[src/rtl/seg_scan_driver_if.sv]
// rtl/seg_scan_driver_if.sv - hex word handoff from the scroll logic into seg_scan_driver
interface seg_scan_driver_if;
  logic [15:0] disp_data;
  logic        disp_valid;
  logic        pending;

  modport master (
    output disp_data,
    output disp_valid,
    input  pending
  );

  modport slave (
    input  disp_data,
    input  disp_valid,
    output pending
  );
endinterface

[src/rtl/seg_scan_driver.sv]
// rtl/seg_scan_driver.sv - four-digit multiplexed 7-seg driver with frame-aligned double buffer
// Optional decimal-point drive is enabled by defining SEG_DP_EN.
module seg_scan_driver #(
  parameter int DIV   = 131072,
  parameter int BLANK = 1024
) (
  input  logic                clk,
  input  logic                clr_n,
  seg_scan_driver_if.slave    bus,
  input  logic [3:0]          digit_en,
  input  logic [3:0]          dp_in,
  output logic                frame_done,
  output logic [3:0]          an,
  output logic [6:0]          seg,
  output logic                dp
);

  localparam int CW = $clog2(DIV);
  localparam int LW = CW + 1;
  localparam logic [CW-1:0] CNT_LAST = CW'(DIV - 1);
  // One extra bit so BLANK=0 (lit for the whole slot) still compares correctly.
  localparam logic [LW-1:0] LIT_END  = LW'(DIV - BLANK);

  logic [CW-1:0] cnt;
  logic [1:0]    dig;
  logic [15:0]   active;
  logic [15:0]   shadow;
  logic          pending_q;
  logic          slot_end;
  logic          boundary;

  logic [3:0]    nib;
  logic          lit;
  logic [3:0]    an_next;
  logic [6:0]    seg_next;

  function automatic logic [6:0] hex_glyph(input logic [3:0] n);
    case (n)
      4'h0: hex_glyph = 7'h40;
      4'h1: hex_glyph = 7'h79;
      4'h2: hex_glyph = 7'h24;
      4'h3: hex_glyph = 7'h30;
      4'h4: hex_glyph = 7'h19;
      4'h5: hex_glyph = 7'h12;
      4'h6: hex_glyph = 7'h02;
      4'h7: hex_glyph = 7'h78;
      4'h8: hex_glyph = 7'h00;
      4'h9: hex_glyph = 7'h10;
      4'hA: hex_glyph = 7'h08;
      4'hB: hex_glyph = 7'h03;
      4'hC: hex_glyph = 7'h46;
      4'hD: hex_glyph = 7'h21;
      4'hE: hex_glyph = 7'h06;
      default: hex_glyph = 7'h0E;
    endcase
  endfunction

  assign slot_end = (cnt == CNT_LAST);
  assign boundary = slot_end && (dig == 2'd3);

  always_ff @(posedge clk or negedge clr_n) begin
    if (!clr_n) begin
      cnt <= '0;
      dig <= 2'd0;
    end else if (slot_end) begin
      cnt <= '0;
      dig <= dig + 2'd1;
    end else begin
      cnt <= cnt + CW'(1);
    end
  end

  // A strobe landing on the boundary goes straight to active so it is never
  // held back a whole frame.
  always_ff @(posedge clk or negedge clr_n) begin
    if (!clr_n) begin
      active    <= 16'h0000;
      shadow    <= 16'h0000;
      pending_q <= 1'b0;
    end else if (boundary) begin
      if (bus.disp_valid) begin
        active <= bus.disp_data;
        shadow <= bus.disp_data;
      end else if (pending_q) begin
        active <= shadow;
      end
      pending_q <= 1'b0;
    end else if (bus.disp_valid) begin
      shadow    <= bus.disp_data;
      pending_q <= 1'b1;
    end
  end

  assign bus.pending = pending_q;

  always_comb begin
    nib      = active[{dig, 2'b00} +: 4];
    lit      = digit_en[dig] && ({1'b0, cnt} < LIT_END);
    an_next  = 4'hF;
    if (lit) begin
      an_next = ~(4'b0001 << dig);
    end
    seg_next = hex_glyph(nib);
  end

  always_ff @(posedge clk or negedge clr_n) begin
    if (!clr_n) begin
      an         <= 4'hF;
      seg        <= 7'h7F;
      frame_done <= 1'b0;
    end else begin
      an         <= an_next;
      seg        <= seg_next;
      frame_done <= boundary;
    end
  end

`ifdef SEG_DP_EN
  logic dp_q;

  always_ff @(posedge clk or negedge clr_n) begin
    if (!clr_n) begin
      dp_q <= 1'b1;
    end else begin
      dp_q <= ~(lit & dp_in[dig]);
    end
  end

  assign dp = dp_q;
`else
  logic unused_dp_in;

  assign unused_dp_in = ^dp_in;
  assign dp           = 1'b1;
`endif

endmodule

[src/flat_wrapper.sv]
// flat-port wrapper written by rule: the top's interface ports become plain ports
module seg_scan_driver_flat 
#(
  parameter int DIV   = 131072,
  parameter int BLANK = 1024
)
  (clk, clr_n, digit_en, dp_in, frame_done, an, seg, dp, bus_disp_data, bus_disp_valid, bus_pending);
  seg_scan_driver_if bus_i ();
  input  logic clk;
  input  logic clr_n;
  input  logic [3:0] digit_en;
  input  logic [3:0] dp_in;
  output logic frame_done;
  output logic [3:0] an;
  output logic [6:0] seg;
  output logic dp;
  input wire logic [$bits(bus_i.disp_data)-1:0] bus_disp_data;
  input wire logic [$bits(bus_i.disp_valid)-1:0] bus_disp_valid;
  output wire logic [$bits(bus_i.pending)-1:0] bus_pending;
  assign bus_i.disp_data = bus_disp_data;
  assign bus_i.disp_valid = bus_disp_valid;
  assign bus_pending = bus_i.pending;
  seg_scan_driver #(.DIV(DIV), .BLANK(BLANK)) u_core (.clk(clk), .clr_n(clr_n), .bus(bus_i), .digit_en(digit_en), .dp_in(dp_in), .frame_done(frame_done), .an(an), .seg(seg), .dp(dp));
endmodule
[config.mk]
export PLATFORM = sky130hd
export DESIGN_NAME = seg_scan_driver_flat
export DESIGN_NICKNAME = d
export VERILOG_FILES = /design/src/rtl/seg_scan_driver_if.sv /design/src/rtl/seg_scan_driver.sv /design/src/flat_wrapper.sv
export SDC_FILE = /design/constraint.sdc
export NUM_CORES = 1
export LEC_CHECK = 0
export CAP_MARGIN = 10
export CELL_PAD_IN_SITES_DETAIL_PLACEMENT = 0
export CELL_PAD_IN_SITES_GLOBAL_PLACEMENT = 2
export CORE_MARGIN = 5
export CORE_UTILIZATION = 40
export CTS_CLUSTER_DIAMETER = 30
export DETAILED_ROUTE_END_ITERATION = 8
export HOLD_SLACK_MARGIN = 0.12
export PLACE_DENSITY_LB_ADDON = 0.15
export RECOVER_POWER = 100
export SLEW_MARGIN = 20
export SYNTH_ARGS = -nofsm -noshare
export SYNTH_HDL_FRONTEND = slang
export SYNTH_SLANG_ARGS = --single-unit
[constraint.sdc]
create_clock -name clk -period 7.14 [get_ports clk]
set_clock_uncertainty 0.05 [all_clocks]
set_input_delay 0.714 -clock clk [delete_from_list [all_inputs] [get_ports clk]]
set_output_delay 0.714 -clock clk [all_outputs]
set_load 0.02 [all_outputs]
## After elaboration in Yosys (flattened, before gate mapping)

Memories as Yosys holds them, arrays and structs flattened. A register that Yosys moved wholly into a read port is not among the register bits.
Index checks and enable logic that the tools add are counted.

| operators by class | value |
|---|---|
| add/subtract/negate cells | 2 |
| multiply operators | 0 |
| div/mod/pow operators | 0 |
| $lt $le $gt $ge | 2 |
| eq/ne operators | 2 |
| shifts and indexed selects | 2 |
| muxes and demuxes | 8 |
| bitwise operators | 1 |
| reductions and logical operators | 6 |

Operator list:

| cell | number |
|---|---|
| 2-to-1 mux 16 bit | 2 |
| adder 17 x 1 -> 17 bit, second input constant | 1 |
| equality test 17 bit, second input constant | 1 |
| < comparator 17 bit, second input constant | 1 |
| 2-to-1 mux 17 bit | 1 |
| variable part select 16 x 5 -> 4 bit | 1 |
| 2-to-1 mux 4 bit | 1 |
| inverter 4 bit | 1 |
| nonzero test 2 bit | 2 |
| << shifter 1 x 2 -> 4 bit, first input constant | 1 |
| < comparator 2 x 3 -> 1 bit, second input constant | 1 |
| 2-to-1 mux 1 bit | 3 |
| adder 2 x 1 -> 2 bit, second input constant | 1 |
| binary-select mux 1 bit (select 2 bit) | 1 |
| equality test 2 bit, second input constant | 1 |
| logical AND 1 bit | 2 |
| AND reduction 2 bit | 1 |
| logical NOT 1 bit | 1 |

| storage, ports and cells | value |
|---|---|
| register bits after elaboration | 57 |
| latch bits | 0 |
| RAM bits | 0 |
| memory bits (read-only) | 112 |
| input bits | 27 |
| memories | 1 |

Memories:

| name | words | bits a word | rd ports | clocked after Yosys merged registers in | wr ports | line | RTL |
|---|---|---|---|---|---|---|---|
| (name not given) | 16 | 7 | 1 | 1 | 0 | seg_scan_driver.sv:38 | `case (n)` |

## Longest topological paths before layout

| depth | value |
|---|---|
| word-level depth | 4 |
| mapped depth | 8 |
| mapped depth without buffers | 7 |

## Worst setup path before layout

OpenSTA, ideal clock, no wires.

| timing path | value |
|---|---|
| path type | reg-to-reg |
| start | register u_core.cnt[0] |
| end | register u_core.active[0] |
| arrival | 2081 ps |
| required time | 6965 ps |
| setup slack | 4884 ps |
| cell stages (with the launch flop) | 9 |
| clock period less this slack | 2256 ps |
| path through | dfrtp_1 ha_1 nand4_1 nor2_1 ha_1 and2_1 o21ai_1 buf_2 mux2_2 |

| on the way | value |
|---|---|
| word-level cells in the longest chain between the ends | 3 |

Ends and longest elaborated chain:

| item | line | RTL |
|---|---|---|
| from (decl) | seg_scan_driver.sv:24 | `logic [CW-1:0] cnt;` |
| from (signal assigned) | seg_scan_driver.sv:69 | `cnt <= cnt + CW'(1);` |
| equality test 17 bit | seg_scan_driver.sv:58 | `assign slot_end = (cnt == CNT_LAST);` |
| logical AND 1 bit | seg_scan_driver.sv:59 | `assign boundary = slot_end && (dig == 2'd3);` |
| via u_core.boundary | seg_scan_driver.sv:30 | `logic boundary;` |
| AND reduction 2 bit (no line) | n/a |  |
| to (signal assigned) | seg_scan_driver.sv:82 | `active <= bus.disp_data;` |
| to (signal assigned) | seg_scan_driver.sv:85 | `active <= shadow;` |
| to (decl) | seg_scan_driver.sv:26 | `logic [15:0] active;` |

The timed path passes the listed nets, and every way through them passes these cells.
A chain may end at the register's enable or synchronous reset.

==> metrics.md <==
| Metric | Value |
|---|---|
| Fillers | 677 |
| RSZ-0062 raised after global routing | no |
| CTS tree | built |
| Final nets | 300 |
| Initial core utilization | 40.36% |
| Synth Warn # | 0 |
| Mapped cell area | 2880 um2 |
| Clock sinks | 64 |
| Vias per inst | 4.811 |
| Num rows | 31 |
| WP buf/inv | 2 |
| Final hold violation count | 0 |
| Slew margin rel. | -120.9% |
| Crit end category | async pin |
| Critical path, cell by cell | buf_2 -> clkbuf_1 |
| # diodes | 0 |
| Syn nets | 260 |
| Mux cell area share after synthesis | 17.59% |
| Worst min-delay path class | reg2reg |
| Die Width | 94.86 um |
| Die area | 8997 um2 |
| Final ANT Viol Nets | 0 |
| Worst Path Max Fanout | 64 |
| Cell Pwr Density | 221.2 nW/um2 |
| Root buffer cell | clkbuf_8 |
| Crit path required time | 6.78 ns |
| Ys flop type | dfrtp_1 |
| Leakage Power | 0.001538 uW |
| PostCTS Resize Cnt | 0 |
| Gr usage total | 12.98% |
| GPL Wtd Cong | 0.7246 |
| DP HPWL | 3.486 mm |
| Core box area | 7137 um2 |
| First-pass DRT Iterations | 4 |
| I/O pins | 41 |
| Clk_lat worst skew | 0.33 ns |
| F_max | 284.9 MHz |
| Final core area utilization | 49.67% |
| Max IR drop VDD | 0.0001637 V |
| Max cap viols | 1 |
| CTS clk-pin slew, worst paths | 0.07 ns |
| WS Path Type | in2async |
| Main combinational cell family by area after synthesis | multiplexers |
| Share of layout cells above drive strength 1 | 20.68% |
| Synth cell types | 40 |
| CP delay by family, top | buffers and inverters |
| Via count | 1756 |
| Final min period | 3.510 ns |
| CTS max path bufs | 2 |
| Post-Synth Adder-Cell Area | 5.213% |
| Status | finished with violations |
| # DRC | 0 |
| Seq/Total Area, Yosys | 56.08% |
| Number of post-CTS setup repair buffers | 0 |
| 1st-iter DRT viols | 51 |
| Slowest Stage Delay on Critical Path | 2.32 ns |
| Post-synthesis async set-or-reset flop share | 100.0% |
| Die height | 94.86 um |
| Failing checks | max-capacitance violations, max-slew violations |
| Post-CTS Hold Buffers | 0 |
| Worst path arrival time | 3.15 ns |
| Initial antenna violation count | 0 |
| CTS H-tree depth | 3 |
| Post-route clock period utilization | 49.15% |
| TNS Setup | 0 ns |
| Post-synthesis register bit count | 64 |
| EDFF count, synth | 0 |
| Design Power | 784.0 uW |
| Tightest Pin Transition | 3.313 ns |
| GRT overflow | 0 |
| Global-route wire length before repair | 8.963 mm |
| Synth Area in Simple Gates | 10.12% |
| Total CTS buffers | 9 |
| Pin count of the biggest net entering global routing | 65 |
| Area growth syn-to-layout | 23.07% |
| Final setup fails | 0 |
| Final Max Tran Viols | 65 |
| Critical path's slowest cell | clkbuf_1 |
| Mean post-synth cell area | 13.03 um2 |
| Synth Instances | 221 |
| Synth Area in Compound Gates | 4.474% |
| XOR/XNOR Fraction of Synth Area | 3.649% |
| Post-Route WL | 5.051 mm |
| Critical path launch point type | input pin |
| # port buffers | 35 |
| Detailed-route wire length per cell | 13.84 um |
| Vias in the first global route | 1876 |
logic make-up (layout without fill, tap and decap cells):
group | after synthesis | count (layout)
and+or+nand+nor | 58 | 58
buffers and inverters | 15 | 60
DFF | 64 | 64
AOI/OAI and AO/OA | 20 | 20
muxes | 39 | 39
adders and majority gates | 12 | 12
xor gates and xnor gates | 12 | 12
other | 1 | 1
cells in the final DEF, fill, tap and decap left out, types with 4 or more instances in the layout:
| master | count |
|---|---|
| a21oi_1 | 4 |
| ha_1 | 12 |
| nand2_1 | 13 |
| dfrtp_1 | 53 |
| o21a_1 | 4 |
| dlygate4sd3_1 | 14 |
| mux2_2 | 22 |
| nand3_1 | 8 |
| inv_1 | 7 |
| o21ai_0 | 7 |
| xnor2_1 | 5 |
| nor2_1 | 16 |
| clkbuf_8 | 9 |
| dfstp_2 | 11 |
| xor2_1 | 7 |
| mux2_1 | 11 |
| clkdlybuf4s50_1 | 20 |
final timing paths:
check	start	endpoint	slack [ns]	depth (start not counted)
worst max-delay path	clr_n	u_core.bus.pending$_DFFE_PN0P_	3.63	2
worst min-delay path	u_core.shadow[3]$_DFFE_PN0P_	u_core.shadow[3]$_DFFE_PN0P_	0.44	1
min in group asynchronous	clr_n	u_core.cnt[9]$_DFF_PN0_	1.55	2
worst min register to register	u_core.shadow[3]$_DFFE_PN0P_	u_core.shadow[3]$_DFFE_PN0P_	0.44	1
worst max register to register	u_core.cnt[0]$_DFF_PN0_	u_core.active[2]$_DFFE_PN0P_	3.92	8
max in group clk	u_core.cnt[0]$_DFF_PN0_	u_core.active[2]$_DFFE_PN0P_	3.92	8
cell usage after synthesis (all sizes together), types with 2 or more instances:
cell type | count | share of area [%]
dfstp | 11 | 10
o21ai | 7 | 1.3
nand4 | 4 | 1.1
xor2 | 7 | 2.1
mux2 | 34 | 13
xnor2 | 5 | 1.5
inv | 7 | 0.91
o21a | 4 | 1.0
buf | 7 | 1.7
o31ai | 2 | 0.52
or3 | 2 | 0.43
nand3 | 8 | 1.4
nor4 | 2 | 0.43
mux4 | 5 | 4.2
nor2 | 16 | 2.1
and4 | 2 | 0.61
nand2 | 13 | 1.7
a21oi | 4 | 0.70
ha | 12 | 5.2
and2 | 2 | 0.43
dfrtp | 53 | 46
nor2b | 3 | 0.65
and3 | 2 | 0.43
cell type report:
type                    count  area, um2  area share (%)
flip-flops and latches     64       1615           45.57
multi-input cells         142       1182           33.36
repair buffers             37      352.8           9.954
clock buffers               9      123.9           3.495
well taps                  99      123.9           3.495
clock inverters             7      120.1           3.389
inverters                   7      26.28          0.7413
power breakdown:
part	leakage, uW	internal, uW	switching [uW]
Clock	0.000119	232	144
Combinational	0.000619	17.7	15.9
Sequential	0.000799	372	1.93
Total	0.00154	622	162
metrics by stage:
step	instances	instance area, um2	setup slack, ns	hold slack, ns
after global placement	349	3312	4.203	0.4333
after floorplan	221	2880	4.884	0.3684
after detailed placement	349	3312	4.232	0.4349
after CTS	365	3556	4.200	0.4528
after global routing	365	3545	2.810	0.4572
final	365	3545	3.630	0.4401
routing by layer:
metal / wire, um / up-vias / GRT usage [%]
li1: - / 855 / -
met1: 2482 / 854 / 17.48
met2: 2255 / 37 / 19.96
met3: 223 / 10 / 3.028
met4: 91 / 0 / 5.769
met5: 0 / - / 0
state kept, by name, summed over array words and instances, names as in the netlist:
| signal | cells |
|---|---|
| u_core.active | 16 |
| u_core.shadow | 16 |
| u_core.frame_done | 1 |
| u_core.seg | 7 |
| u_core.cnt | 17 |
| u_core.dig | 2 |
| u_core.an | 4 |
| u_core.bus.pending | 1 |
Note: power is estimated with default switching activity, not from simulation.
